--- config.mk ---
export PLATFORM = sky130hd
export DESIGN_NAME = mem_arbiter_flat
export DESIGN_NICKNAME = d
export VERILOG_FILES = /design/src/rtl/mem_arbiter_if.sv /design/src/rtl/mem_arbiter.sv /design/src/flat_wrapper.sv
export SDC_FILE = /design/constraint.sdc
export NUM_CORES = 1
export LEC_CHECK = 0
export ABC_CLOCK_PERIOD_IN_PS = 1900
export BUFFER_PORTS_ARGS = -buffer_cell sky130_fd_sc_hd__buf_2
export CORE_MARGIN = 3
export CORE_UTILIZATION = 45
export DETAILED_ROUTE_END_ITERATION = 10
export GPL_TIMING_DRIVEN = 0
export PLACE_DENSITY = 0.73
export SETUP_SLACK_MARGIN = 0.4
export SLEW_MARGIN = 20
export SYNTH_ARGS = -nofsm -noshare
export SYNTH_HDL_FRONTEND = slang
export SYNTH_SLANG_ARGS = --single-unit
--- constraint.sdc ---
create_clock -name clk -period 1.9 [get_ports clk]
set_input_delay 0.095 -clock clk [delete_from_list [all_inputs] [get_ports clk]]
set_output_delay 0.095 -clock clk [all_outputs]
set_load 0.005 [all_outputs]
--- src/rtl/mem_arbiter_if.sv ---
// Bus bundle between the pipeline I/D ports, the arbiter and the unified memory.
// The arbiter takes the slave view; the pipeline and memory side takes master.
interface mem_arbiter_if #(
    parameter int AW = 16,
    parameter int DW = 16
);
    logic          i_req;
    logic [AW-1:0] i_addr;
    logic [DW-1:0] i_rdata;
    logic          i_ack;
    logic          d_re;
    logic          d_we;
    logic [AW-1:0] d_addr;
    logic [DW-1:0] d_wdata;
    logic [DW-1:0] d_rdata;
    logic          d_ack;
    logic          mem_re;
    logic          mem_we;
    logic [AW-1:0] mem_addr;
    logic [DW-1:0] mem_wdata;
    logic [DW-1:0] mem_rdata;
    logic          stall_if;
    logic          stall_mem;
    logic          busy;

    modport slave (
        input  i_req, i_addr, d_re, d_we, d_addr, d_wdata, mem_rdata,
        output i_rdata, i_ack, d_rdata, d_ack,
        output mem_re, mem_we, mem_addr, mem_wdata,
        output stall_if, stall_mem, busy
    );

    modport master (
        output i_req, i_addr, d_re, d_we, d_addr, d_wdata, mem_rdata,
        input  i_rdata, i_ack, d_rdata, d_ack,
        input  mem_re, mem_we, mem_addr, mem_wdata,
        input  stall_if, stall_mem, busy
    );
endinterface

--- src/rtl/mem_arbiter.sv ---
// Two-port (fetch / data) arbiter for a single-ported unified memory.
// Fixed LAT-cycle accesses, alternating priority when both ports contend.
module mem_arbiter #(
    parameter int LAT = 2,
    parameter int AW  = 16,
    parameter int DW  = 16
) (
    input logic         clk,
    input logic         rst,
    mem_arbiter_if.slave bus
);
    typedef enum logic [2:0] {
        IDLE, BUSY_I, BUSY_D, ACK_I, ACK_D
    } state_t;

    localparam logic [3:0] CNT_INIT = 4'(LAT - 1);

    state_t        state;
    state_t        state_nx;
    logic [3:0]    cnt;
    logic          last_d;
    logic [AW-1:0] addr_q;
    logic [DW-1:0] wdata_q;
    logic          we_q;
    logic [DW-1:0] i_rdata_q;
    logic [DW-1:0] d_rdata_q;
    logic          grant_i;
    logic          grant_d;
    logic          d_pend;
    logic          in_busy;

    assign d_pend  = bus.d_re | bus.d_we;
    assign in_busy = (state == BUSY_I) | (state == BUSY_D);

    always_comb begin
        state_nx = state;
        grant_i  = 1'b0;
        grant_d  = 1'b0;
        unique case (state)
            IDLE: begin
                // D wins a tie unless it was served last
                if (d_pend && (!bus.i_req || !last_d)) begin
                    state_nx = BUSY_D;
                    grant_d  = 1'b1;
                end else if (bus.i_req) begin
                    state_nx = BUSY_I;
                    grant_i  = 1'b1;
                end
            end
            BUSY_I:  if (cnt == 4'd0) state_nx = ACK_I;
            BUSY_D:  if (cnt == 4'd0) state_nx = ACK_D;
            ACK_I:   state_nx = IDLE;
            ACK_D:   state_nx = IDLE;
            default: state_nx = IDLE;
        endcase
    end

    always_ff @(posedge clk) begin
        if (rst) begin
            state     <= IDLE;
            cnt       <= 4'd0;
            last_d    <= 1'b0;
            addr_q    <= '0;
            wdata_q   <= '0;
            we_q      <= 1'b0;
            i_rdata_q <= '0;
            d_rdata_q <= '0;
        end else begin
            state <= state_nx;
            if (grant_i || grant_d) begin
                addr_q  <= grant_d ? bus.d_addr : bus.i_addr;
                wdata_q <= grant_d ? bus.d_wdata : '0;
                we_q    <= grant_d & bus.d_we;
                cnt     <= CNT_INIT;
                last_d  <= grant_d;
            end else if (in_busy && cnt != 4'd0) begin
                cnt <= cnt - 4'd1;
            end
            if (state == BUSY_I && cnt == 4'd0)
                i_rdata_q <= bus.mem_rdata;
            // a completed write clears the load data register
            if (state == BUSY_D && cnt == 4'd0)
                d_rdata_q <= we_q ? '0 : bus.mem_rdata;
        end
    end

    assign bus.mem_re    = in_busy & ~we_q;
    assign bus.mem_we    = in_busy & we_q;
    assign bus.mem_addr  = in_busy ? addr_q : '0;
    assign bus.mem_wdata = in_busy ? wdata_q : '0;
    assign bus.i_ack     = (state == ACK_I);
    assign bus.d_ack     = (state == ACK_D);
    assign bus.i_rdata   = i_rdata_q;
    assign bus.d_rdata   = d_rdata_q;
    assign bus.busy      = (state != IDLE);
    assign bus.stall_if  = bus.i_req & ~bus.i_ack;
    assign bus.stall_mem = d_pend & ~bus.d_ack;
endmodule
--- src/flat_wrapper.sv ---
// flat-port wrapper written by rule: the top's interface ports become plain ports
module mem_arbiter_flat 
#(
    parameter int LAT = 2,
    parameter int AW  = 16,
    parameter int DW  = 16
)
  (clk, rst, bus_i_req, bus_i_addr, bus_d_re, bus_d_we, bus_d_addr, bus_d_wdata, bus_mem_rdata, bus_i_rdata, bus_i_ack, bus_d_rdata, bus_d_ack, bus_mem_re, bus_mem_we, bus_mem_addr, bus_mem_wdata, bus_stall_if, bus_stall_mem, bus_busy);
  mem_arbiter_if #(.AW(AW), .DW(DW)) bus_i ();
  input logic clk;
  input logic rst;
  input wire logic [$bits(bus_i.i_req)-1:0] bus_i_req;
  input wire logic [$bits(bus_i.i_addr)-1:0] bus_i_addr;
  input wire logic [$bits(bus_i.d_re)-1:0] bus_d_re;
  input wire logic [$bits(bus_i.d_we)-1:0] bus_d_we;
  input wire logic [$bits(bus_i.d_addr)-1:0] bus_d_addr;
  input wire logic [$bits(bus_i.d_wdata)-1:0] bus_d_wdata;
  input wire logic [$bits(bus_i.mem_rdata)-1:0] bus_mem_rdata;
  output wire logic [$bits(bus_i.i_rdata)-1:0] bus_i_rdata;
  output wire logic [$bits(bus_i.i_ack)-1:0] bus_i_ack;
  output wire logic [$bits(bus_i.d_rdata)-1:0] bus_d_rdata;
  output wire logic [$bits(bus_i.d_ack)-1:0] bus_d_ack;
  output wire logic [$bits(bus_i.mem_re)-1:0] bus_mem_re;
  output wire logic [$bits(bus_i.mem_we)-1:0] bus_mem_we;
  output wire logic [$bits(bus_i.mem_addr)-1:0] bus_mem_addr;
  output wire logic [$bits(bus_i.mem_wdata)-1:0] bus_mem_wdata;
  output wire logic [$bits(bus_i.stall_if)-1:0] bus_stall_if;
  output wire logic [$bits(bus_i.stall_mem)-1:0] bus_stall_mem;
  output wire logic [$bits(bus_i.busy)-1:0] bus_busy;
  assign bus_i.i_req = bus_i_req;
  assign bus_i.i_addr = bus_i_addr;
  assign bus_i.d_re = bus_d_re;
  assign bus_i.d_we = bus_d_we;
  assign bus_i.d_addr = bus_d_addr;
  assign bus_i.d_wdata = bus_d_wdata;
  assign bus_i.mem_rdata = bus_mem_rdata;
  assign bus_i_rdata = bus_i.i_rdata;
  assign bus_i_ack = bus_i.i_ack;
  assign bus_d_rdata = bus_i.d_rdata;
  assign bus_d_ack = bus_i.d_ack;
  assign bus_mem_re = bus_i.mem_re;
  assign bus_mem_we = bus_i.mem_we;
  assign bus_mem_addr = bus_i.mem_addr;
  assign bus_mem_wdata = bus_i.mem_wdata;
  assign bus_stall_if = bus_i.stall_if;
  assign bus_stall_mem = bus_i.stall_mem;
  assign bus_busy = bus_i.busy;
  mem_arbiter #(.LAT(LAT), .AW(AW), .DW(DW)) u_core (.clk(clk), .rst(rst), .bus(bus_i));
endmodule
======== Yosys cells after proc, flatten, opt, wreduce, memory -nomap -nowiden ========
Cells that the tools add are included.
storage, ports and cells
  output and inout bits ................... 71
  register bits ........................... 73
  input port bits ......................... 69
  logic and storage cells ................. 59
operators by class
  eq/ne operators ......................... 7
  $add $sub $neg .......................... 1
  bitwise operators ....................... 10
  mux-type cells .......................... 17
  reductions and logical operators ........ 15
operators with widths
  operator                                               count
  2-to-1 mux 16 bit                                      5
  2-to-1 mux 3 bit                                       4
  case mux 3 bit (3 select lines)                        1
  2-to-1 mux 1 bit                                       7
  == test 3 x 2 -> 1 bit, second input constant          2
  AND 1 bit                                              5
  logical AND 1 bit                                      4
  logical NOT 4 bit                                      1
  inequality test 2 bit, second input constant           2
  nonzero test 4 bit                                     1
  subtractor 4 x 1 -> 4 bit, second input constant       1
  == test 3 x 1 -> 1 bit, second input constant          1
  == test 3 bit, second input constant                   1
  logical NOT 3 bit                                      1
  inequality test 3 x 2 -> 1 bit, second input constant  1
  inverter 1 bit                                         3
  AND reduction 3 bit                                    1
  nonzero test 3 bit                                     1
  logical NOT 1 bit                                      2
  logical OR 1 bit                                       2
  OR 1 bit                                               2
  nonzero test 2 bit                                     1
  OR reduction 2 bit                                     1

======== Depth between registers and ports, before layout ========
  depth after elaboration ................. 7
  gate-level depth with buffers ........... 7
  mapped depth without buffers ............ 5

======== Worst setup path before layout ========
No wires, ideal clock.
  path kind ............................... flip-flop to flip-flop
  from .................................... register u_core.cnt[0]
  to ...................................... register u_core.i_rdata_q[10], in the netlist u_core.bus.i_rdata[10]
  stages on the path, launching flop included .. 8
  required time ........................... 1,768 ps
  clock period less this slack ............ 1,551 ps
  setup time .............................. 132 ps
  arrival time ............................ 1,419 ps
  setup slack ............................. 349 ps
  path buffers ............................ 2
  path through ............................ dfxtp_1 > inv_1 > ha_1 > or3b_1 > clkbuf_1 > clkbuf_1 > o21ai_0 > a21oi_1
between the ends
  word-level cells in the longest chain between the ends .. 2
ends and longest elaborated chain
  element                 line               RTL
  start, declared         mem_arbiter.sv:20  logic [3:0] cnt;
  start signal, assigned  mem_arbiter.sv:77  cnt <= cnt - 4'd1;
  logical NOT 4 bit       mem_arbiter.sv:79  if (state == BUSY_I && cnt == 4'd0)
  logical AND 1 bit       mem_arbiter.sv:79
  end signal, assigned    mem_arbiter.sv:80  i_rdata_q <= bus.mem_rdata;
  end, declared           mem_arbiter.sv:25  logic [DW-1:0] i_rdata_q;
No other way between the ends.
A chain may end at the register's enable or synchronous reset.

======== Worst setup path in the final report ========
  from .................................... register u_core.state[1]
  to ...................................... output port bus_mem_addr[15]
between the ends
  word-level cells in the longest chain between the ends .. 3
  elaborated cells on any way between the ends .. 4
  classes of those cells .................. 2 x eq/ne; 1 x mux; 1 x bitwise
ends and longest elaborated chain
  element                                                           line                RTL
  start, declared                                                   mem_arbiter.sv:18   state_t state;
  start signal, assigned                                            mem_arbiter.sv:69   state <= state_nx;
  == test 3 x 1 -> 1 bit or == test 3 x 2 -> 1 bit (tied branches)  mem_arbiter.sv:33   assign in_busy = (state == BUSY_I) | (state == BUSY_D);
  OR 1 bit (*)                                                      mem_arbiter.sv:33
  2-to-1 mux 16 bit (*)                                             mem_arbiter.sv:89   assign bus.mem_addr = in_busy ? addr_q : '0;
  end, declared                                                     flat_wrapper.sv:25  output wire logic [$bits(bus_i.mem_addr)-1:0] bus_mem_addr;
Every way passes the cells marked *; elsewhere a longest branch is shown, timed or not.

==> results_dict.tcl <==
set metrics [dict create \
    status "finished, violations left" \
    violations "negative hold slack" \
    worstHoldStart "bus_d_addr[8]" \
    num_vias 4264 \
    post-place-ws_ns -0.01871 \
    cts_sinks 73 \
    dpl.hpwl_um 7694 \
    r2r_end "u_core.bus.i_rdata[3]" \
    cts_htree_levels 3 \
    report.final.hold_viol_count 1 \
    path_delay_family "buffers and inverters" \
    reg2reg_from "u_core.state[1]" \
    cp_max_fo 9 \
    endpoint_kind "output port" \
    coreArea_um2 7292 \
    hold_slack_ns -0.0001318 \
    cts_tree "built" \
    mappedNetlistArea_um2 3388 \
    syn_avg_cell_area_um2 8.244 \
    synth_cells 411 \
    io-pin-count 140 \
    start_util 0.4647 \
    maxCapViolCount 0 \
    async_flop_share 0 \
    finalCriticalPeriod_ns 1.690 \
    fin_skew_ns 0.006351 \
    drt_wl_total_um 13610 \
    final_core_util 0.7890 \
    dieHeight_um 92.77 \
    area_delta_synth_final_pct 69.79 \
    postRouteAntennaNets 0 \
    rrSetupSlack_ns 0.26 \
    cp-start-kind "register" \
    vdd_drop_max_mv 0.6597 \
    nNetsFinal 693 \
    wl_per_cell_um 18.75 \
    ys.flop_type "dfxtp_1" \
    rsz0062_at_grt "yes" \
    overflow 0 \
    seq_area_frac_synth 0.4313 \
    max_clock_freq_mhz 591.6 \
    via_per_inst 5.873 \
    dieArea_um2 8606 \
    min_period_over_period 0.8897 \
    finalMaxSlewViolations 0 \
    cts_root_buf "clkbuf_8" \
    leakage_nw 2.558 \
    tightestPinTransition_ns 0.6173 \
    rows 31 \
    synth_nets 481 \
    die_width_um 92.77 \
    drc_errors 0 \
    min_to "u_core.addr_q[8]" \
    holdPathStages 3 \
    crit_chain "buf_8, xor2_4, buf_12, buf_4, and3_1, buf_2" \
    cpMaxStageDelayCell "dfxtp_2" \
    first_pass_iters 5 \
    drive_above_1_share 0.5311 \
    slowest_delay_ns 0.34 \
    multi_input_area_um2 2138 \
    yosys_warnings 0 \
    cts_inserted_buffers 9 \
    diodes 0 \
    synth.distinct_cells 44 \
    hp-class "in -> reg" \
    clk_latency_ns 0.35 \
    fillerInstances 478 \
    cts.clk_slew.worst_paths_ns 0.08 \
    antenna_found_initial 0 \
    ys_ff_latch 73 \
    synth_edf_count 0 \
    crit_buf_inv 4 \
    clockBufferDepth 2 \
    first_global_vias 3864 \
    portBuffers 138 \
    crit_type "reg -> out" \
    ff2ff_path_depth 8 \
    track_usage 0.2735 \
    setup_slack_ns 0.2096 \
    powerDensity_nw_per_um2 1154 \
    setup_viol 0 \
    first_iter_violations 344 \
    grt_pass1_wl_um 18760 \
    relSlewSlack 0.5871 \
    grt_start_max_net_pins 12 \
    gp_congestion 0.8442 \
    crit_required_ns 1.80 \
    worstPathArrival_ns 1.60 \
    seq_area_um2 1474 \
]
-- worst min-delay path, delay by kind of cell --
| family | cells | cell delay (ns) |
|---|---|---|
| compound gates | 1 | 0.07 |
| simple gates | 1 | 0.05 |
| buf+inv | 1 | 0.09 |
-- report_power, final --
part | switching (W) | internal, W
logic | 0.00166 | 0.00177
registers | 0.000173 | 0.00178
clock network | 0.000588 | 0.000668
total | 0.00242 | 0.00421
-- sequential cells by signal, indices dropped and copies added (netlist names) --
register	count
u_core.cnt	4
u_core.addr_q	16
u_core.wdata_q	16
u_core.bus.d_rdata	16
u_core.we_q	1
u_core.last_d	1
u_core.bus.i_rdata	16
u_core.state	3
-- routing by layer --
metal,share of wire,track usage
met1,0.39,0.3419
met5,0,0
met2,0.50,0.4667
met4,0.027,0.1013
met3,0.086,0.05118
-- Yosys cell counts, types with 3 or more instances --
master	count	area (um^2)
and3_1	33	206.5
nor2_1	3	11.26
nand4b_1	16	140.1
a311oi_1	16	140.1
clkbuf_1	31	116.4
o21ai_0	52	260.3
inv_1	3	11.26
dfxtp_1	73	1461
nand2_1	34	127.6
nand3_1	33	165.2
nor3_1	5	25.02
a21oi_1	68	340.3
buf_2	8	40.04
-- kinds of logic after synthesis --
| family | after synthesis | synth area share |
|---|---|---|
| mux | 1 | 0.003323 |
| flops | 73 | 0.4313 |
| buf+inv | 48 | 0.06351 |
| simple gates | 141 | 0.2474 |
| compound gates | 145 | 0.2400 |
| fa+ha+maj | 1 | 0.003692 |
| xor+xnor | 2 | 0.01071 |
-- through the flow --
stage / power [W] / std cells / cell area, um^2 / setup TNS, ns
final: 0.006640 / 726 / 5753 / 0
after global routing: 0.006894 / 726 / 5753 / 0
after CTS: 0.005704 / 703 / 5174 / 0
after detailed placement: 0.003641 / 648 / 4208 / -0.02316
after global placement: 0.003607 / 648 / 4208 / 0
after floorplan: 0.003031 / 411 / 3393 / 0
-- cells in the final DEF (no fill, tap or decap), drive strengths merged --
master / count
nor4: 1
buf: 204
dlygate4sd3: 11
clkinv: 3
a211oi: 1
and3: 34
or4: 2
bufinv: 1
or4b: 1
ha: 1
nand4b: 16
nand2: 34
o2bb2ai: 1
or3: 1
xor2: 1
a21oi: 68
xnor2: 1
nor2: 3
a2bb2oi: 1
a2111oi: 1
o31ai: 1
mux2: 1
nand2b: 1
a311oi: 16
inv: 4
a31oi: 2
clkbuf: 41
nand3: 33
nand4: 1
or3b: 3
nor3: 7
nor2b: 1
a21o: 1
nor3b: 3
o21ai: 53
dfxtp: 73
-- worst max-delay path by stage --
| stage | cells after the start | from | slack [ns] | end |
|---|---|---|---|---|
| floorplan | 5 | u_core.cnt[0] | 0.38 | u_core.state[1] |
| global placement | 5 | u_core.state[0] | 0.03 | bus_mem_addr[1] |
| detailed placement | 6 | u_core.cnt[0] | -0.02 | u_core.bus.d_rdata[13] |
| CTS | 6 | u_core.state[1] | 0.22 | bus_mem_addr[15] |
| global route | 5 | u_core.state[2] | 0.18 | bus_mem_wdata[7] |
| finish | 6 | u_core.state[1] | 0.21 | bus_mem_addr[15] |
-- area by class of cell --
type | count | share of cell area
multi-input cells | 290 | 0.3717
flip-flops and latches | 73 | 0.2562
repair buffers | 201 | 0.2423
plain buffers | 43 | 0.07025
clock buffers | 12 | 0.02697
well taps | 99 | 0.02153
clock inverters | 3 | 0.006960
inverters | 5 | 0.004132
-- what timing repair did --
action                     in CTS  in global routing
cloned                          7                  4
hold endpoints to repair       10                  1
pin swaps                      63                 49
hold buffers                   10                  1
gates resized for setup       142                118
setup endpoints to repair     109                106
setup buffers                  23                 18
No activity file was read; power rests on OpenSTA's default activity.
